<file path="src/rtl/acople_in_param.sv">
// acople_in_param: multi-channel input coupling stage.
// Each channel sample (IW-bit two's complement) is sign-extended, shifted left
// by FRAC_SH and clamped to a signed W-bit range. A per-channel flag records
// whether the value was clamped. A single valid/ready register stage drives the
// outputs.
// Optional feature: define ACOPLE_AVG_EN to average 2^AVG_LOG2 consecutive
// accepted sample sets per output (block average, arithmetic floor).
module acople_in_param #(
   parameter int IW       = 8,
   parameter int W        = 19,
   parameter int FRAC_SH  = 0,
   parameter int NCH      = 2,
   parameter int AVG_LOG2 = 2
) (
   input  logic              CLK,
   input  logic              Reset_n,
   input  logic              Clear,
   input  logic              in_valid,
   output logic              in_ready,
   input  logic [NCH*IW-1:0] in_data,
   output logic              out_valid,
   input  logic              out_ready,
   output logic [NCH*W-1:0]  out_data,
   output logic [NCH-1:0]    sat_flag
);

   localparam int XW = W + FRAC_SH;

   // Reject parameter sets the datapath cannot represent.
   if (W < IW || NCH < 1 || NCH > 8 || AVG_LOG2 < 1 || AVG_LOG2 > 4 || FRAC_SH < 0) begin : g_bad_param
      $error("acople_in_param: illegal parameter combination");
   end

   // Returns {saturated, value}: sign-extend, shift, clamp to signed W bits.
   // The value fits when every bit from the W-1 position upward equals the sign.
   function automatic logic [W:0] convert(input logic [IW-1:0] x);
      logic signed [XW-1:0] shifted;
      logic [FRAC_SH:0]     upper;
      logic [W:0]           res;
      shifted = XW'(signed'(x)) <<< FRAC_SH;
      upper   = shifted[XW-1:W-1];
      if (upper == '0 || upper == '1)
         res = {1'b0, shifted[W-1:0]};
      else if (shifted[XW-1])
         res = {1'b1, 1'b1, {(W-1){1'b0}}};
      else
         res = {1'b1, 1'b0, {(W-1){1'b1}}};
      return res;
   endfunction

   logic [IW-1:0]    src [NCH];
   logic [NCH*W-1:0] conv_data;
   logic [NCH-1:0]   conv_sat;
   logic             accept;
   logic             load;

   assign in_ready = !out_valid || out_ready;
   assign accept   = in_valid && in_ready;

   // Convert every channel of the selected source samples.
   always_comb begin
      logic [W:0] r;
      // NOTE: every combinationally assigned signal gets a default first, so no path leaves it unassigned and infers a latch.
      r         = '0;
      conv_data = '0;
      conv_sat  = '0;
      for (int k = 0; k < NCH; k++) begin
         r                  = convert(src[k]);
         conv_data[k*W +: W] = r[W-1:0];
         conv_sat[k]         = r[W];
      end
   end

`ifdef ACOPLE_AVG_EN
   localparam int SW = IW + AVG_LOG2;

   typedef enum logic {ACC, OUT} state_t;

   state_t               state;
   state_t               state_nxt;
   logic signed [SW-1:0] acc [NCH];
   logic signed [SW-1:0] sum [NCH];
   logic [AVG_LOG2-1:0]  cnt;
   logic                 last;

   assign last = (cnt == '1);
   assign load = accept && (state == ACC) && last;

   // Running sum including the offered sample; its floor average is the converter source.
   always_comb begin
      for (int k = 0; k < NCH; k++) begin
         sum[k] = acc[k] + SW'(signed'(in_data[k*IW +: IW]));
         src[k] = IW'(sum[k] >>> AVG_LOG2);
      end
   end

   // Next state: a completed window moves to OUT, which always returns to ACC.
   always_comb begin
      state_nxt = state;
      case (state)
         ACC:     if (load) state_nxt = OUT;
         OUT:     state_nxt = ACC;
         default: state_nxt = ACC;
      endcase
      if (Clear) state_nxt = ACC;
   end

   // State, accumulators and window counter; a finished window leaves them zeroed
   // so an accept during OUT starts the next window with that sample.
   always_ff @(posedge CLK or negedge Reset_n) begin
      if (!Reset_n) begin
         state <= ACC;
         cnt   <= '0;
         // NOTE: the accumulator array is reset explicitly because a partial window must never survive reset.
         for (int k = 0; k < NCH; k++) acc[k] <= '0;
      end else begin
         state <= state_nxt;
         if (Clear || load) begin
            cnt <= '0;
            for (int k = 0; k < NCH; k++) acc[k] <= '0;
         end else if (accept) begin
            cnt <= cnt + 1'b1;
            for (int k = 0; k < NCH; k++) acc[k] <= sum[k];
         end
      end
   end
`else
   // Pass-through: every accepted set is converted directly.
   always_comb begin
      for (int k = 0; k < NCH; k++) src[k] = in_data[k*IW +: IW];
   end

   assign load = accept;
`endif

   // Output register: Clear wins, then a new load, else a completed transfer empties it.
   always_ff @(posedge CLK or negedge Reset_n) begin
      // NOTE: state registers use non-blocking assignments so all flops sample pre-edge values.
      if (!Reset_n) begin
         out_valid <= 1'b0;
         out_data  <= '0;
         sat_flag  <= '0;
      end else if (Clear) begin
         out_valid <= 1'b0;
         sat_flag  <= '0;
      end else if (load) begin
         out_valid <= 1'b1;
         out_data  <= conv_data;
         sat_flag  <= conv_sat;
      end else if (out_ready) begin
         out_valid <= 1'b0;
      end
   end

endmodule

</file>
<file path="config.mk">
export PLATFORM = sky130hd
export DESIGN_NAME = acople_in_param
export DESIGN_NICKNAME = d
export VERILOG_FILES = /design/src/rtl/acople_in_param.sv
export SDC_FILE = /design/constraint.sdc
export NUM_CORES = 1
export LEC_CHECK = 0
export CAP_MARGIN = 20
export CORE_ASPECT_RATIO = 1.2
export CORE_UTILIZATION = 33
export DETAILED_ROUTE_END_ITERATION = 10
export PLACE_DENSITY = 0.9
export SKIP_LAST_GASP = 1
export SYNTH_ARGS = -nofsm -noshare
export SYNTH_HDL_FRONTEND = slang
export SYNTH_SLANG_ARGS = --single-unit
</file>
<file path="constraint.sdc">
create_clock -name CLK -period 1.8 [get_ports CLK]
set_input_delay 0.36 -clock CLK [delete_from_list [all_inputs] [get_ports CLK]]
set_output_delay 0.36 -clock CLK [all_outputs]
set_load 0.01 [all_outputs]
</file>
==> impl_metrics.csv <==
group,metric,value,unit
clock_tree,htree_levels,1,
global_routing,top_usage_layer,"met2",
setup_path,crit_fanout,13,
global_routing,antenna_found_initial,0,
sta,fin_skew,0.003856,ns
synth,synthCells,64,
clock_tree,cts_buffers,3,
drt,viasPerCell,4.255,
sta,period_share,93.81,%
clock_tree,clk_pin_slew,0.10,ns
sta,rsz0062_at_grt,"no",
power,powerDensity,891.3,nW/um^2
synth,syn_area,848.3,sq um
placement,io_buffers,60,
layout,diodes,0,
placement,dp.cells,133,
clock_tree,cts.path.max_buffers,2,
setup_path,startpoint_type,"flip-flop",
clock_tree,clk_latency,0.28,ns
power,peakVddDrop,0.4566,mV
clock_tree,root_buffer,"clkbuf_4",
die,start_util,36.04,%
global_routing,use_met1,11.67,%
setup_path,cp_slowest_stage_delay,0.57,ns
setup_path,crit_arrival,1.33,ns
sta,slew_viol_final,0,
setup_path,crit_required,1.44,ns
sta,post-route-min-period,1.689,ns
drt,drt_iter0_drc,0,
clock_tree,cts_tree,"done",
global_routing,grt_pass1_vias,571,
placement,gp_congestion,0.6155,
placement,hpwl,1.302,mm
sta,hold_viol,0,
layout,area_growth,59.44,%
synth,synth_warnings,0,
drt,antenna_left,0,
die,core_area,2354,sq um
global_routing,grtUsageTotal,11.99,%
synth,ys_types,9,
synth,avgSynthCellArea,13.25,sq um
layout,fin_util,57.47,%
global_routing,met2_usage,23.24,%
placement,dp_slack,-0.05828,ns
sta,timing.setup.tns,0,ns
synth,synth.top_cell.area_share,50.15,%
outcome,outcome,"finished clean",
clock_tree,numClockSinks,17,
global_routing,met3_usage,2.215,%
setup_path,critPathBufInv,1,
layout,stdcell_count,137,
drt,wl,1.617,mm
synth,yosysSeqAreaShare,50.15,%
synth,synth.area.top_cells,"dfrtp_1 50%, buf_4 21%, mux2_2 21%",
synth,synth-seq-cells,17,
drt,vias,583,
sta,setup-violations-final,0,
hold_path,hold_path_class,"primary input to async pin",
power,power.total,1.205,mW
drt,first_pass_iters,1,
synth,synth_top_cell_by_area,"dfrtp_1",
setup_path,crit_family,"buffers and inverters",
flow_run,cap_violations,0,
setup_path,crit_chain,"clkdlybuf4s50_1",
global_routing,grt.overflow.total,0,
global_routing,grt_max_degree,18,
clock_tree,post_cts_buffers,0,
power,p_leak,0.5452,nW
sta,whs,0.3837,ns
drt,post_drt_wl_per_cell,11.80,microns
setup_path,crit_slowest_cell,"clkdlybuf4s50_1",
layout,final_area,1353,sq um
layout,layout.nets,128,
setup_path,cp-end-kind,"output port",
drt,drc_errors,0,
layout,drive_gt1_share,24.53,%
die,rows,19,
sta,setup_ws,0.1114,ns
die,dieArea,2778,sq um
setup_path,critPathKind,"flip-flop to output port",
sta,max_freq,592.2,MHz
die,die_w,48.29,microns
die,die_h,57.54,microns
placement,place_area,1324,sq um
die,io_pins,63,
global_routing,grt_pass1_wl,2.401,mm
[synth_stat cells, drive strengths merged]
cell type / number
dfrtp: 17
nor2b: 1
buf: 25
nor3b: 1
mux2: 16
inv: 1
nor2: 2
conb: 1
[registers in the layout (all words and copies together) (netlist names)]
name	cells
out_data	16
out_valid	1
[kinds of logic (layout without fill, tap and decap cells)]
group	count (synthesis)	count (layout)	synth area share, %
buf+inv	26	67	23.45
flops	17	17	50.15
mux	16	16	21.24
simple gates	4	4	4.720
other cells	1	2	0.4421
[where the power goes]
part | leakage [nW] | total, mW | internal (mW) | switching, mW
Combinational | 0.329 | 0.511 | 0.341 | 0.169
Sequential | 0.199 | 0.495 | 0.446 | 0.0488
Clock | 0.0177 | 0.200 | 0.0823 | 0.118
[path summary, 6_finish.rpt]
check,startpoint,end,slack (ns),cells after the start
worst max-delay path,out_data[26],out_data[33],0.11,1
worst min-delay path,Reset_n,out_data[0],0.38,2
worst max register to register,out_valid,out_data[18],0.42,4
worst min register to register,out_data[22],out_data[22],0.51,1
max in group asynchronous,Reset_n,out_data[18],1.21,2
min in group CLK,out_data[22],out_data[22],0.51,1
[per-layer routing]
| layer | routed length [microns] | vias up | share of wire (%) |
|---|---|---|---|
| met2 | 871 | 42 | 54 |
| met1 | 595 | 273 | 37 |
| met4 | 0 | 0 | 0 |
| met5 | 0 | - | 0 |
| met3 | 151 | 0 | 9.3 |
| li1 | - | 268 | - |
[timing repair]
item | in CTS | in global routing
hold buffers | 0 | 0
resized for setup | 3 | 0
setup endpoints to repair | 15 | 0
[layout make-up]
class                   instances  area [sq um]
flip-flops and latches         17         427.9
multi-input cells              22         227.7
well taps                      31         38.79
clock inverters                 1         5.005
repair buffers                 62         626.9
clock buffers                   3         22.52
inverters                       1         3.754
fillers                       192          1001
[cell usage in the layout, fill, tap and decap left out]
master,count
dfrtp_2,2
nor3b_4,1
buf_12,1
inv_1,1
buf_4,1
nor2_1,2
clkinv_2,1
mux2_2,16
clkdlybuf4s50_1,59
dlygate4sd2_1,1
nor2b_4,1
conb_1,2
dfrtp_1,15
clkbuf_4,3
Power figures use the tool's default switching activity.
